## config.mk

```make
export PLATFORM = sky130hd
export DESIGN_NAME = tdm_demux
export DESIGN_NICKNAME = d
export VERILOG_FILES = /design/src/rtl/tdm_pkg.sv /design/src/rtl/tdm_slot_counter.sv /design/src/rtl/tdm_demux.sv
export SDC_FILE = /design/constraint.sdc
export NUM_CORES = 1
export LEC_CHECK = 0
export CORE_MARGIN = 1
export CORE_UTILIZATION = 35
export CTS_CLUSTER_DIAMETER = 50
export CTS_CLUSTER_SIZE = 40
export DETAILED_ROUTE_END_ITERATION = 16
export REMOVE_ABC_BUFFERS = 1
export SLEW_MARGIN = 0
export SYNTH_ARGS = -nofsm -noshare
export SYNTH_HDL_FRONTEND = slang
export SYNTH_HIERARCHICAL = 1
export SYNTH_SLANG_ARGS = --single-unit
```

## constraint.sdc

```tcl
create_clock -name clk -period 1.3 [get_ports clk]
set_input_delay 0.26 -clock clk [delete_from_list [all_inputs] [get_ports clk]]
set_output_delay 0.26 -clock clk [all_outputs]
set_load 0.01 [all_outputs]
```

## src/rtl/tdm_pkg.sv

```systemverilog
// Shared types and defaults for the TDM demultiplexer: FSM state encoding,
// default geometry and the slot-index width helper.
package tdm_pkg;

  typedef enum logic {
    UNLOCKED = 1'b0,
    LOCKED   = 1'b1
  } tdm_state_e;

  localparam int unsigned TDM_CHANNELS = 4;
  localparam int unsigned TDM_WIDTH    = 4;

  function automatic int unsigned slot_w(input int unsigned n);
    return (n > 1) ? $clog2(n) : 1;
  endfunction

endpackage

```

## src/rtl/tdm_slot_counter.sv

```systemverilog
// Mod-CHANNELS slot counter with advance enable, synchronous load-to-1 and a
// wrap flag that is high while the counter sits on the last slot.
module tdm_slot_counter
  import tdm_pkg::*;
#(
  parameter int unsigned CHANNELS = TDM_CHANNELS,
  parameter int unsigned SW       = slot_w(CHANNELS)
) (
  input  logic          clk,
  input  logic          rst_n,
  input  logic          i_en,
  input  logic          i_load1,
  output logic [SW-1:0] o_cnt,
  output logic          o_wrap
);

  logic [SW-1:0] r_cnt;
  logic          w_wrap;

  assign w_wrap = (r_cnt == SW'(CHANNELS - 1));
  assign o_wrap = w_wrap;
  assign o_cnt  = r_cnt;

  always_ff @(posedge clk or negedge rst_n) begin
    if (!rst_n) begin
      r_cnt <= '0;
    end else if (i_load1) begin
      r_cnt <= SW'(1);
    end else if (i_en) begin
      r_cnt <= w_wrap ? '0 : r_cnt + 1'b1;
    end
  end

endmodule

```

## src/rtl/tdm_demux.sv

```systemverilog
// TDM demultiplexer: serial slot beats into a double-buffered parallel frame.
// Optional per-beat even parity checking enabled by TDM_DEMUX_PARITY_EN.
module tdm_demux
  import tdm_pkg::*;
#(
  parameter int unsigned CHANNELS = TDM_CHANNELS,
  parameter int unsigned WIDTH    = TDM_WIDTH
) (
  input  logic                        clk,
  input  logic                        rst_n,
  input  logic                        E,
  input  logic                        V,
  input  logic                        F,
  input  logic [WIDTH-1:0]            D,
`ifdef TDM_DEMUX_PARITY_EN
  input  logic                        P,
  output logic                        parity_err,
`endif
  output logic [CHANNELS*WIDTH-1:0]   Y,
  output logic [slot_w(CHANNELS)-1:0] S,
  output logic                        frame_valid,
  output logic                        locked,
  output logic                        sync_err
);

  localparam int unsigned SW = slot_w(CHANNELS);

  tdm_state_e                r_state;
  logic [WIDTH-1:0]          r_shadow [CHANNELS];
  logic [CHANNELS*WIDTH-1:0] r_y;
  logic                      r_fv;
  logic                      r_serr;
  logic                      r_locked;

  logic                      w_beat;
  logic                      w_load;
  logic                      w_inc;
  logic                      w_wrap;
  logic                      w_commit;
  logic                      w_commit_ok;
  logic                      w_misalign;
  logic [SW-1:0]             w_s;
  logic [CHANNELS*WIDTH-1:0] w_frame;

  // A sync beat always lands in slot 0 and leaves S=1, whether it starts the
  // first frame, a regular frame, or restarts a misaligned one.
  assign w_beat     = E & V;
  assign w_load     = w_beat & F;
  assign w_inc      = w_beat & ~F & (r_state == LOCKED);
  assign w_commit   = w_inc & w_wrap;
  assign w_misalign = w_load & (r_state == LOCKED) & (w_s != '0);

  tdm_slot_counter #(
    .CHANNELS (CHANNELS),
    .SW       (SW)
  ) u_slot_counter (
    .clk     (clk),
    .rst_n   (rst_n),
    .i_en    (w_inc),
    .i_load1 (w_load),
    .o_cnt   (w_s),
    .o_wrap  (w_wrap)
  );

  always_comb begin
    w_frame = '0;
    for (int unsigned k = 0; k < CHANNELS - 1; k++) begin
      w_frame[k*WIDTH +: WIDTH] = r_shadow[k];
    end
    w_frame[(CHANNELS-1)*WIDTH +: WIDTH] = D;
  end

`ifdef TDM_DEMUX_PARITY_EN
  logic r_bad;
  logic r_perr;
  logic w_perr;

  assign w_perr      = (P != ^D) & (w_load | w_inc);
  assign w_commit_ok = w_commit & ~(r_bad | w_perr);
  assign parity_err  = r_perr;

  always_ff @(posedge clk or negedge rst_n) begin
    if (!rst_n) begin
      r_bad  <= 1'b0;
      r_perr <= 1'b0;
    end else begin
      if (w_perr) r_perr <= 1'b1;
      if (w_load) begin
        r_bad <= w_perr;
      end else if (w_inc) begin
        r_bad <= w_commit ? 1'b0 : (r_bad | w_perr);
      end
    end
  end
`else
  assign w_commit_ok = w_commit;
`endif

  always_ff @(posedge clk or negedge rst_n) begin
    if (!rst_n) begin
      r_state  <= UNLOCKED;
      r_y      <= '0;
      r_fv     <= 1'b0;
      r_serr   <= 1'b0;
      r_locked <= 1'b0;
      for (int unsigned k = 0; k < CHANNELS; k++) begin
        r_shadow[k] <= '0;
      end
    end else begin
      r_fv   <= 1'b0;
      r_serr <= 1'b0;
      if (w_load) begin
        r_shadow[0] <= D;
        r_state     <= LOCKED;
        r_locked    <= 1'b1;
        r_serr      <= w_misalign;
      end else if (w_inc) begin
        r_shadow[w_s] <= D;
        if (w_commit_ok) begin
          r_y  <= w_frame;
          r_fv <= 1'b1;
        end
      end
    end
  end

  assign Y           = r_y;
  assign S           = w_s;
  assign frame_valid = r_fv;
  assign locked      = r_locked;
  assign sync_err    = r_serr;

endmodule

```

==> results of run 1 <==
-- layout make-up --
class,count,area [um^2]
Sequential cell,33,826
Tap cell,48,60.1
Inverter,3,16.3
Clock buffer,7,86.3
Fill cell,330,1680
Multi-Input combinational cell,46,603
Timing Repair Buffer,47,415
-- registers in the layout, summed over array words and instances (netlist names) --
name                  count
frame_valid               1
r_shadow                 12
u_slot_counter/o_cnt      2
sync_err                  1
Y                        16
locked                    1
-- path summary, 6_finish.rpt --
check / to
max: r_shadow[13]
min: Y[14]
max reg2reg: r_shadow[13]
min reg2reg: Y[0]
max in group asynchronous: Y[0]
min in group clk: Y[0]
-- Yosys cell counts --
| cell | instances | area share |
|---|---|---|
| nand2_4 | 1 | 0.0084 |
| o21ai_0 | 1 | 0.0037 |
| inv_2 | 1 | 0.0028 |
| nand2b_1 | 1 | 0.0046 |
| mux2_2 | 19 | 0.16 |
| mux2i_1 | 1 | 0.0074 |
| buf_12 | 1 | 0.015 |
| nor2_1 | 3 | 0.0084 |
| o211ai_1 | 1 | 0.0056 |
| nor3b_2 | 2 | 0.019 |
| mux2_4 | 9 | 0.10 |
| nand4b_4 | 1 | 0.018 |
| nand3_1 | 1 | 0.0037 |
| inv_1 | 2 | 0.0056 |
| dfrtp_1 | 33 | 0.61 |
| nor2b_1 | 1 | 0.0046 |
| a211o_1 | 1 | 0.0065 |
| nor3b_1 | 1 | 0.0056 |
| ha_1 | 1 | 0.0093 |
-- cell usage in the layout, fill, tap and decap left out --
master | netlist | final
o211ai_1 | 1 | 1
buf_6 | 0 | 5
ha_4 | 0 | 1
nor2_1 | 3 | 3
mux2_2 | 19 | 5
a211o_1 | 1 | 1
buf_2 | 0 | 3
dlygate4sd2_1 | 0 | 21
nor3b_2 | 2 | 2
nand2b_1 | 1 | 1
inv_1 | 2 | 2
nand4b_4 | 1 | 1
mux2i_1 | 1 | 1
mux2_4 | 9 | 23
dfrtp_1 | 33 | 33
nand3_1 | 1 | 1
o21ai_0 | 1 | 1
buf_4 | 0 | 12
buf_12 | 1 | 1
nor3b_1 | 1 | 1
clkbuf_8 | 0 | 6
clkbuf_1 | 0 | 1
clkdlybuf4s50_1 | 0 | 5
inv_6 | 0 | 1
nor2b_1 | 1 | 1
nand2_8 | 0 | 3
-- kinds of logic (layout without fill, tap and decap cells) --
logic type,count (synthesis),count (layout),share of synthesized area
simple gates,11,13,0.0716
mux,29,29,0.267
buf+inv,4,57,0.0232
flops,33,33,0.613
compound gates,3,3,0.0158
fa+ha+maj,1,1,0.00929
-- layer usage --
metal,track usage,wire length (um),share of wire
met1,0.207,1320,0.48
met2,0.229,1260,0.46
met3,0.0536,120,0.044
met4,0.0511,32,0.012
met5,0,0,0
-- power groups by stage --
stage	Sequential [mW]	Combinational [mW]	Clock [mW]
floorplan	1.62	0.414	0
global placement	1.54	1.05	0
detailed placement	1.56	1.07	0
CTS	1.54	1.18	0.794
global route	1.58	1.26	0.827
finish	1.53	1.17	0.770
-- worst max-delay path, stage by stage, from the launching register on --
cell      delay [ns]
dfrtp_1         0.40
buf_6           0.13
nor3b_1         0.13
o211ai_1        0.16
buf_4           0.20
mux2_4          0.31
-- timing repair --
item / CTS / global route
resized for setup: 57 / 2
pin swaps: 7 / 5
setup buffers: 4 / 0
endpoints found under the setup margin: 49 / 30
cloned: 2 / 0
==> flow_summary.html, run 1 <==
<table>
<tr><th>Metric</th><th>Value</th></tr>
<tr><th colspan="2">Run status</th></tr>
<tr><td>Status</td><td>finished with violations</td></tr>
<tr><td>Violated checks</td><td>setup timing</td></tr>
<tr><th colspan="2">Clock tree</th></tr>
<tr><td>Clock H-tree levels</td><td>2</td></tr>
<tr><td>Worst-skew pair later-pin latency</td><td>0.28 ns</td></tr>
<tr><td>Clock buffers created by TritonCTS</td><td>5</td></tr>
<tr><td>Post-CTS Hold Buffers</td><td>0</td></tr>
<tr><td>Clock root buffer master</td><td>clkbuf_8</td></tr>
<tr><td>Clock Sink Count</td><td>33</td></tr>
<tr><td>Buffer depth of the longest clock path</td><td>2</td></tr>
<tr><td>Clk pin slew, worst setup/hold paths</td><td>0.06 ns</td></tr>
<tr><td>CTS tree</td><td>built</td></tr>
<tr><th colspan="2">Floorplan</th></tr>
<tr><td>Die boundary height</td><td>64.0 um</td></tr>
<tr><td>Rows</td><td>22</td></tr>
<tr><td>Top-level port count</td><td>30</td></tr>
<tr><td>Placeable core region</td><td>3690 um^2</td></tr>
<tr><td>Initial Utilization</td><td>0.365</td></tr>
<tr><td>Die Wd</td><td>64.0 um</td></tr>
<tr><td>Total Die Area</td><td>4100 um^2</td></tr>
<tr><th colspan="2">Final layout</th></tr>
<tr><td>Final cell count without fillers</td><td>184</td></tr>
<tr><td>Diodes inserted</td><td>0</td></tr>
<tr><td>Share of post-route cells with drive strength above 1</td><td>0.463</td></tr>
<tr><td>Share of the core filled with cells</td><td>0.544</td></tr>
<tr><td>Count of nets after finishing</td><td>146</td></tr>
<tr><td>Final instance area</td><td>2010 um^2</td></tr>
<tr><td>Synthesis-to-finish area growth</td><td>49.1%</td></tr>
<tr><th colspan="2">Critical path</th></tr>
<tr><td>Worst reg-to-reg setup slack</td><td>-0.14 ns</td></tr>
<tr><td>Timing startpoint of the critical path</td><td>locked</td></tr>
<tr><td>Crit Path Max Fanout</td><td>4</td></tr>
<tr><td>Worst reg2reg startpoint</td><td>locked</td></tr>
<tr><td>Critical Path Source Type</td><td>flip-flop</td></tr>
<tr><td>Critical path start-end classification</td><td>flip-flop to flip-flop</td></tr>
<tr><td>Data required time of the worst path</td><td>1.46 ns</td></tr>
<tr><td>WP data arrival</td><td>1.60 ns</td></tr>
<tr><td>Critical path endpoint category</td><td>flip-flop</td></tr>
<tr><td>Worst-case reg-to-reg path depth</td><td>5</td></tr>
<tr><th colspan="2">Detailed routing</th></tr>
<tr><td>Count of vias placed by the detailed router</td><td>856</td></tr>
<tr><td>Post-detailed-route wirelength per cell</td><td>14.8 um</td></tr>
<tr><td>DR DRC count</td><td>0</td></tr>
<tr><td>Final routed wirelength across all metal layers</td><td>2730 um</td></tr>
<tr><td>Antenna violation net count after detailed routing</td><td>0</td></tr>
<tr><td>Number of search-and-repair iterations in the first detailed-routing pass</td><td>2</td></tr>
<tr><td>DRC violation total after the first TritonRoute iteration</td><td>16</td></tr>
<tr><td>Number of vias per cell</td><td>4.65</td></tr>
<tr><th colspan="2">Power</th></tr>
<tr><td>Final Power</td><td>3.47 mW</td></tr>
<tr><td>Combinational Power Share</td><td>0.338</td></tr>
<tr><td>Sw Ratio</td><td>0.276</td></tr>
<tr><td>IR drop worst, VDD</td><td>0.000989 V</td></tr>
<tr><td>Internal power contribution</td><td>2.52 mW</td></tr>
<tr><td>Power density cells</td><td>1730 nW/um^2</td></tr>
<tr><td>Sequential share of power</td><td>0.441</td></tr>
<tr><td>Net load switching power</td><td>0.958 mW</td></tr>
<tr><td>Leak pwr</td><td>1.04 nW</td></tr>
<tr><td>Portion of total power attributed to the clock network</td><td>0.222</td></tr>
<tr><th colspan="2">Timing</th></tr>
<tr><td>Period utilisation layout</td><td>1.11</td></tr>
<tr><td>Shortest period the worst path allows</td><td>1.44 ns</td></tr>
<tr><td>Number of hold-slack violations in the final timing report</td><td>0</td></tr>
<tr><td>Pins Over Slew Limit</td><td>0</td></tr>
<tr><td>Number of failing setup endpoints in the final timing report</td><td>25</td></tr>
<tr><td>Largest clock skew in the final design</td><td>0.00347 ns</td></tr>
<tr><td>Relative slew margins</td><td>0.879</td></tr>
<tr><td>Total Neg Setup Slack</td><td>-1.63 ns</td></tr>
<tr><td>Max Fclk</td><td>0.695 GHz</td></tr>
<tr><td>Tightest Pin Transition</td><td>0.176 ns</td></tr>
<tr><td>Worst hold slack after final layout</td><td>0.347 ns</td></tr>
<tr><td>Worst Slack Setup Final</td><td>-0.140 ns</td></tr>
<tr><td>Unrepaired setup endpoints after global routing</td><td>true</td></tr>
<tr><th colspan="2">Placed design</th></tr>
<tr><td>HPWL reported at the end of detailed placement</td><td>1720 um</td></tr>
<tr><td>Port buffer count</td><td>29</td></tr>
<tr><td>Dpl cell area</td><td>1790 um^2</td></tr>
<tr><td>Count of placed standard cells including taps</td><td>171</td></tr>
<tr><td>Worst slack at placement</td><td>-0.439 ns</td></tr>
<tr><td>Weighted congestion at the end of routability-driven global placement</td><td>0.773</td></tr>
<tr><th colspan="2">Global routing</th></tr>
<tr><td>Number of antenna violations at the first check in global routing</td><td>0</td></tr>
<tr><td>Via count of the first global-routing pass</td><td>927</td></tr>
<tr><td>Pin count of the biggest net entering global routing</td><td>34</td></tr>
<tr><td>First-pass GRT wire length</td><td>4580 um</td></tr>
<tr><td>Gr ovfl total</td><td>0</td></tr>
<tr><td>Global-route total usage across every layer</td><td>0.153</td></tr>
<tr><th colspan="2">Yosys</th></tr>
<tr><td>Synth Warn #</td><td>6</td></tr>
<tr><td>Post-synthesis register bit count</td><td>33</td></tr>
<tr><td>Synth cell types</td><td>19</td></tr>
<tr><td>Netlist area before placement</td><td>1350 um^2</td></tr>
<tr><td>Sequential-to-total area share from yosys stat</td><td>0.613</td></tr>
<tr><td>Mean Syn Cell Area</td><td>16.6 um^2</td></tr>
<tr><td>Post-Syn Instances</td><td>81</td></tr>
<tr><th colspan="2">Run</th></tr>
<tr><td>Max Cap Viol</td><td>0</td></tr>
<tr><th colspan="2">Hold path</th></tr>
<tr><td>Worst min-delay path category</td><td>primary input to asynchronous set/reset pin</td></tr>
</table>
(Power assumes the default switching activity.)
==> run 2, diff against run 1 <==
- ABC_AREA: not set -> 1
==> run 2 against run 1 <==
  * The run now ends clean
  * Utilization shrank 4.0 points
  * Highest routed layer unchanged
  * Synthesized cell count grew 78%
  * Clock power shrank 4.5%
  * Fmax grew 14%
  * Via count grew 26%
  * Non-clock buffer count shrank 8
  * Critical path type unchanged
  * Cell count grew 28%
==> flow_summary.html, run 2 <==
<table>
<tr><th>Metric</th><th>Value</th></tr>
<tr><th colspan="2">Run status</th></tr>
<tr><td>Status</td><td>completed</td></tr>
<tr><th colspan="2">Global routing</th></tr>
<tr><td>Gr ovfl total</td><td>0 (unchanged)</td></tr>
<tr><td>Pin count of the biggest net entering global routing</td><td>34 (unchanged)</td></tr>
<tr><td>First-pass GRT wire length</td><td>4690 um (+2.3%)</td></tr>
<tr><td>Global-route total usage across every layer</td><td>0.154 (about the same)</td></tr>
<tr><td>Number of antenna violations at the first check in global routing</td><td>0 (unchanged)</td></tr>
<tr><td>Via count of the first global-routing pass</td><td>1105 (+19%)</td></tr>
<tr><th colspan="2">Detailed routing</th></tr>
<tr><td>Antenna violation net count after detailed routing</td><td>0 (unchanged)</td></tr>
<tr><td>Number of vias per cell</td><td>4.58 (-1.5%)</td></tr>
<tr><td>DRC violation total after the first TritonRoute iteration</td><td>46 (+30)</td></tr>
<tr><td>DR DRC count</td><td>0 (unchanged)</td></tr>
<tr><td>Post-detailed-route wirelength per cell</td><td>11.5 um (-23%)</td></tr>
<tr><td>Final routed wirelength across all metal layers</td><td>2710 um (-0.95%)</td></tr>
<tr><td>Number of search-and-repair iterations in the first detailed-routing pass</td><td>4 (+2)</td></tr>
<tr><td>Count of vias placed by the detailed router</td><td>1081 (+26%)</td></tr>
<tr><th colspan="2">Critical path</th></tr>
<tr><td>Worst-case reg-to-reg path depth</td><td>6 (+1)</td></tr>
<tr><td>Sequence of cells on the critical path</td><td>buf_4 &gt; ha_2 &gt; nand3_4 &gt; buf_12 &gt; nand2_1 &gt; o21ai_2</td></tr>
<tr><td>Crit Path Max Fanout</td><td>12 (+8)</td></tr>
<tr><td>Critical Path Source Type</td><td>flip-flop</td></tr>
<tr><td>WP data arrival</td><td>1.43 ns (-0.17 ns)</td></tr>
<tr><td>Slowest cell delay on critical path</td><td>0.37 ns (-0.03 ns)</td></tr>
<tr><td>Critical path start-end classification</td><td>flip-flop to flip-flop</td></tr>
<tr><td>Critical path endpoint category</td><td>flip-flop</td></tr>
<tr><td>Data required time of the worst path</td><td>1.47 ns (about the same)</td></tr>
<tr><td>Standard cell with the maximum stage delay on the critical path</td><td>dfrtp_1</td></tr>
<tr><th colspan="2">Yosys</th></tr>
<tr><td>Post-Syn Instances</td><td>144 (+78%)</td></tr>
<tr><td>Share of synthesized flip-flops with an asynchronous set or reset</td><td>1.00 (unchanged)</td></tr>
<tr><td>Synth top area share</td><td>0.601 (-0.0123)</td></tr>
<tr><td>Synth cell types</td><td>19 (unchanged)</td></tr>
<tr><td>Post-synthesis register bit count</td><td>33 (unchanged)</td></tr>
<tr><td>Leading post-synthesis cells by instance count</td><td>nand2_1, dfrtp_1, nand3_1</td></tr>
<tr><td>Top_reg_cell synth</td><td>dfrtp_1</td></tr>
<tr><td>Synth Warn #</td><td>6 (unchanged)</td></tr>
<tr><td>Netlist area before placement</td><td>1370 um^2 (+2.0%)</td></tr>
<tr><td>Area contributors post-synth</td><td>dfrtp_1, nand2_1, nand3_1, o21ai_0, o21ai_2</td></tr>
<tr><td>Cell taking the most area after synthesis</td><td>dfrtp_1</td></tr>
<tr><td>Most frequently used cell type in the post-synthesis netlist</td><td>nand2_1</td></tr>
<tr><td>Mean Syn Cell Area</td><td>9.54 um^2 (-43%)</td></tr>
<tr><td>Number of flops mapped to enable cells by yosys</td><td>0 (unchanged)</td></tr>
<tr><td>Sequential-to-total area share from yosys stat</td><td>0.601 (-0.0123)</td></tr>
<tr><th colspan="2">Timing</th></tr>
<tr><td>Relative slew margins</td><td>0.744 (-0.135)</td></tr>
<tr><td>Unrepaired setup endpoints after global routing</td><td>true</td></tr>
<tr><td>Largest clock skew in the final design</td><td>0.00368 ns (+0.000212 ns)</td></tr>
<tr><td>Number of hold-slack violations in the final timing report</td><td>0 (unchanged)</td></tr>
<tr><td>Max Fclk</td><td>0.794 GHz (+14%)</td></tr>
<tr><td>Worst Slack Setup Final</td><td>0.0409 ns (+0.181 ns)</td></tr>
<tr><td>Worst hold slack after final layout</td><td>0.345 ns (-0.00264 ns)</td></tr>
<tr><td>Number of failing setup endpoints in the final timing report</td><td>0 (-100%)</td></tr>
<tr><td>Tightest Pin Transition</td><td>0.382 ns (+0.205 ns)</td></tr>
<tr><td>Shortest period the worst path allows</td><td>1.26 ns (-0.181 ns)</td></tr>
<tr><td>Pins Over Slew Limit</td><td>0 (unchanged)</td></tr>
<tr><td>Period utilisation layout</td><td>0.969 (-0.139)</td></tr>
<tr><th colspan="2">Floorplan</th></tr>
<tr><td>Total Die Area</td><td>4180 um^2 (+2.0%)</td></tr>
<tr><td>Rows</td><td>22 (unchanged)</td></tr>
<tr><td>Placeable core region</td><td>3720 um^2 (+0.75%)</td></tr>
<tr><td>Top-level port count</td><td>30 (unchanged)</td></tr>
<tr><td>Initial Utilization</td><td>0.370 (+0.00470)</td></tr>
<tr><td>Die Wd</td><td>64.7 um (+0.98%)</td></tr>
<tr><td>Die boundary height</td><td>64.7 um (+0.98%)</td></tr>
<tr><th colspan="2">Placed design</th></tr>
<tr><td>Weighted congestion at the end of routability-driven global placement</td><td>0.753 (-2.6%)</td></tr>
<tr><td>Worst slack at placement</td><td>-0.242 ns (+0.196 ns)</td></tr>
<tr><td>HPWL reported at the end of detailed placement</td><td>1970 um (+15%)</td></tr>
<tr><td>Dpl cell area</td><td>1780 um^2 (-0.84%)</td></tr>
<tr><td>Port buffer count</td><td>29 (unchanged)</td></tr>
<tr><th colspan="2">Power</th></tr>
<tr><td>Power density cells</td><td>1740 nW/um^2 (+0.38%)</td></tr>
<tr><td>IR drop worst, VDD</td><td>0.000630 V (-36%)</td></tr>
<tr><td>Internal power contribution</td><td>2.22 mW (-12%)</td></tr>
<tr><td>Sw Ratio</td><td>0.318 (+0.0421)</td></tr>
<tr><td>Net load switching power</td><td>1.04 mW (+8.1%)</td></tr>
<tr><td>Combinational Power Share</td><td>0.298 (-0.040)</td></tr>
<tr><td>Sequential share of power</td><td>0.477 (+0.036)</td></tr>
<tr><td>Portion of total power attributed to the clock network</td><td>0.226 (+0.004)</td></tr>
<tr><td>Leak pwr</td><td>0.994 nW (-4.0%)</td></tr>
<tr><th colspan="2">Clock tree</th></tr>
<tr><td>Post-CTS Hold Buffers</td><td>0 (unchanged)</td></tr>
<tr><td>Clock H-tree levels</td><td>2 (unchanged)</td></tr>
<tr><td>Clk pin slew, worst setup/hold paths</td><td>0.07 ns (about the same)</td></tr>
<tr><td>Clock Sink Count</td><td>33 (unchanged)</td></tr>
<tr><td>Buffer depth of the longest clock path</td><td>2 (unchanged)</td></tr>
<tr><td>Clock buffers created by TritonCTS</td><td>5 (unchanged)</td></tr>
<tr><td>Worst-skew pair later-pin latency</td><td>0.28 ns (about the same)</td></tr>
<tr><td>Clock root buffer master</td><td>clkbuf_8</td></tr>
<tr><td>CTS tree</td><td>built</td></tr>
<tr><th colspan="2">Final layout</th></tr>
<tr><td>Max reg flops</td><td>16 (unchanged)</td></tr>
<tr><td>Diodes inserted</td><td>0 (unchanged)</td></tr>
<tr><td>Synthesis-to-finish area growth</td><td>36.4%</td></tr>
<tr><td>Final instance area</td><td>1870 um^2 (-6.6%)</td></tr>
<tr><td>Area used by multi-input combinational logic</td><td>478 um^2 (-21%)</td></tr>
<tr><td>Count of nets after finishing</td><td>197 (+35%)</td></tr>
<tr><td>Area taken by flip-flops and latches</td><td>826 um^2 (unchanged)</td></tr>
<tr><td>Filler cell count in the final layout</td><td>360 (+9.1%)</td></tr>
<tr><td>Commonest non-fill, non-tap cells in the layout</td><td>nand2_1, dfrtp_1, dlygate4sd2_1</td></tr>
<tr><td>Most common library cell in the layout ignoring fill and taps</td><td>nand2_1</td></tr>
<tr><td>Share of post-route cells with drive strength above 1</td><td>0.186 (-0.277)</td></tr>
<tr><th colspan="2">Run</th></tr>
<tr><td>Max Cap Viol</td><td>0 (unchanged)</td></tr>
<tr><th colspan="2">Hold path</th></tr>
<tr><td>Worst min-delay path category</td><td>primary input to asynchronous set/reset pin</td></tr>
</table>
==> run 2: cell types whose count changed after synthesis, moves of 3 or more <==
| cell | change |
|---|---|
| mux2_2 | -19 |
| o21ai_2 | +4 |
| inv_1 | +6 |
| o21ai_0 | +7 |
| nor2_1 | +3 |
| nand3_1 | +9 |
| mux2_4 | -9 |
| nand2_1 | +58 |
==> run 2: worst max-delay path, delay by kind of cell (launching register included) <==
family          cells  cell delay (ns)
flops               1             0.37
fa+ha+maj           1             0.21
simple gates        2             0.20
compound gates      1             0.05
buf+inv             2             0.32
==> run 2: logic make-up (layout without fill, tap and decap cells) <==
logic type	after synthesis	in the layout	synth area share
buf+inv	15	59	0.0656
compound gates	15	15	0.0701
flops	33	33	0.601
fa+ha+maj	1	1	0.00911
simple gates	80	80	0.254
==> run 2: per-layer routing <==
metal,track usage,up-vias,wire [um]
met5,0,-,0
met3,0.0581,7,131
li1,-,542,-
met2,0.242,35,1240
met1,0.183,497,1260
met4,0.0750,0,71
==> run 2: power groups by stage <==
stage / clock [mW] / sequential, mW / combinational [mW]
after global placement: 0 / 1.57 / 1.07
after floorplan: 0 / 1.68 / 0.367
after detailed placement: 0 / 1.59 / 1.10
after CTS: 0.763 / 1.56 / 0.970
after global routing: 0.824 / 1.60 / 1.09
final: 0.735 / 1.55 / 0.969
==> run 2: path summary, 6_finish.rpt <==
check,from,end,slack [ns]
min reg2reg,r_shadow[6],Y[10],0.48
min,rst_n,Y[15],0.34
max,u_slot_counter/o_cnt[1],Y[15],0.04
min in group clk,r_shadow[6],Y[10],0.48
max reg2reg,u_slot_counter/o_cnt[1],Y[15],0.04
max in group asynchronous,rst_n,Y[14],0.79
==> run 2: area by class of cell <==
cell class | instances | area share
well taps | 48 | 0.0320
repair buffers | 39 | 0.201
clock buffers | 5 | 0.0367
multi-input cells | 96 | 0.255
clock inverters | 3 | 0.00935
inverters | 12 | 0.0254
flip-flops and latches | 33 | 0.441
==> run 2: timing repair <==
item | CTS | global route
gates cloned | 0 | 0
resized for setup | 22 | 5
endpoints found under the hold margin | 0 | 0
setup endpoints to repair | 21 | 20
buffers inserted | 2 | 0
pin swaps | 1 | 2
==> run 2: metrics by stage <==
step,TNS (ns),cells,total power [mW],utilization
5_1_grt,-0.0462,236,3.51,0.504
4_1_cts,0,236,3.29,0.499
3_3_place_gp,-4.96,226,2.65,0.479
3_5_place_dp,-5.77,226,2.69,0.479
6_report,0,236,3.26,0.504
2_1_floorplan,0,141,2.04,-
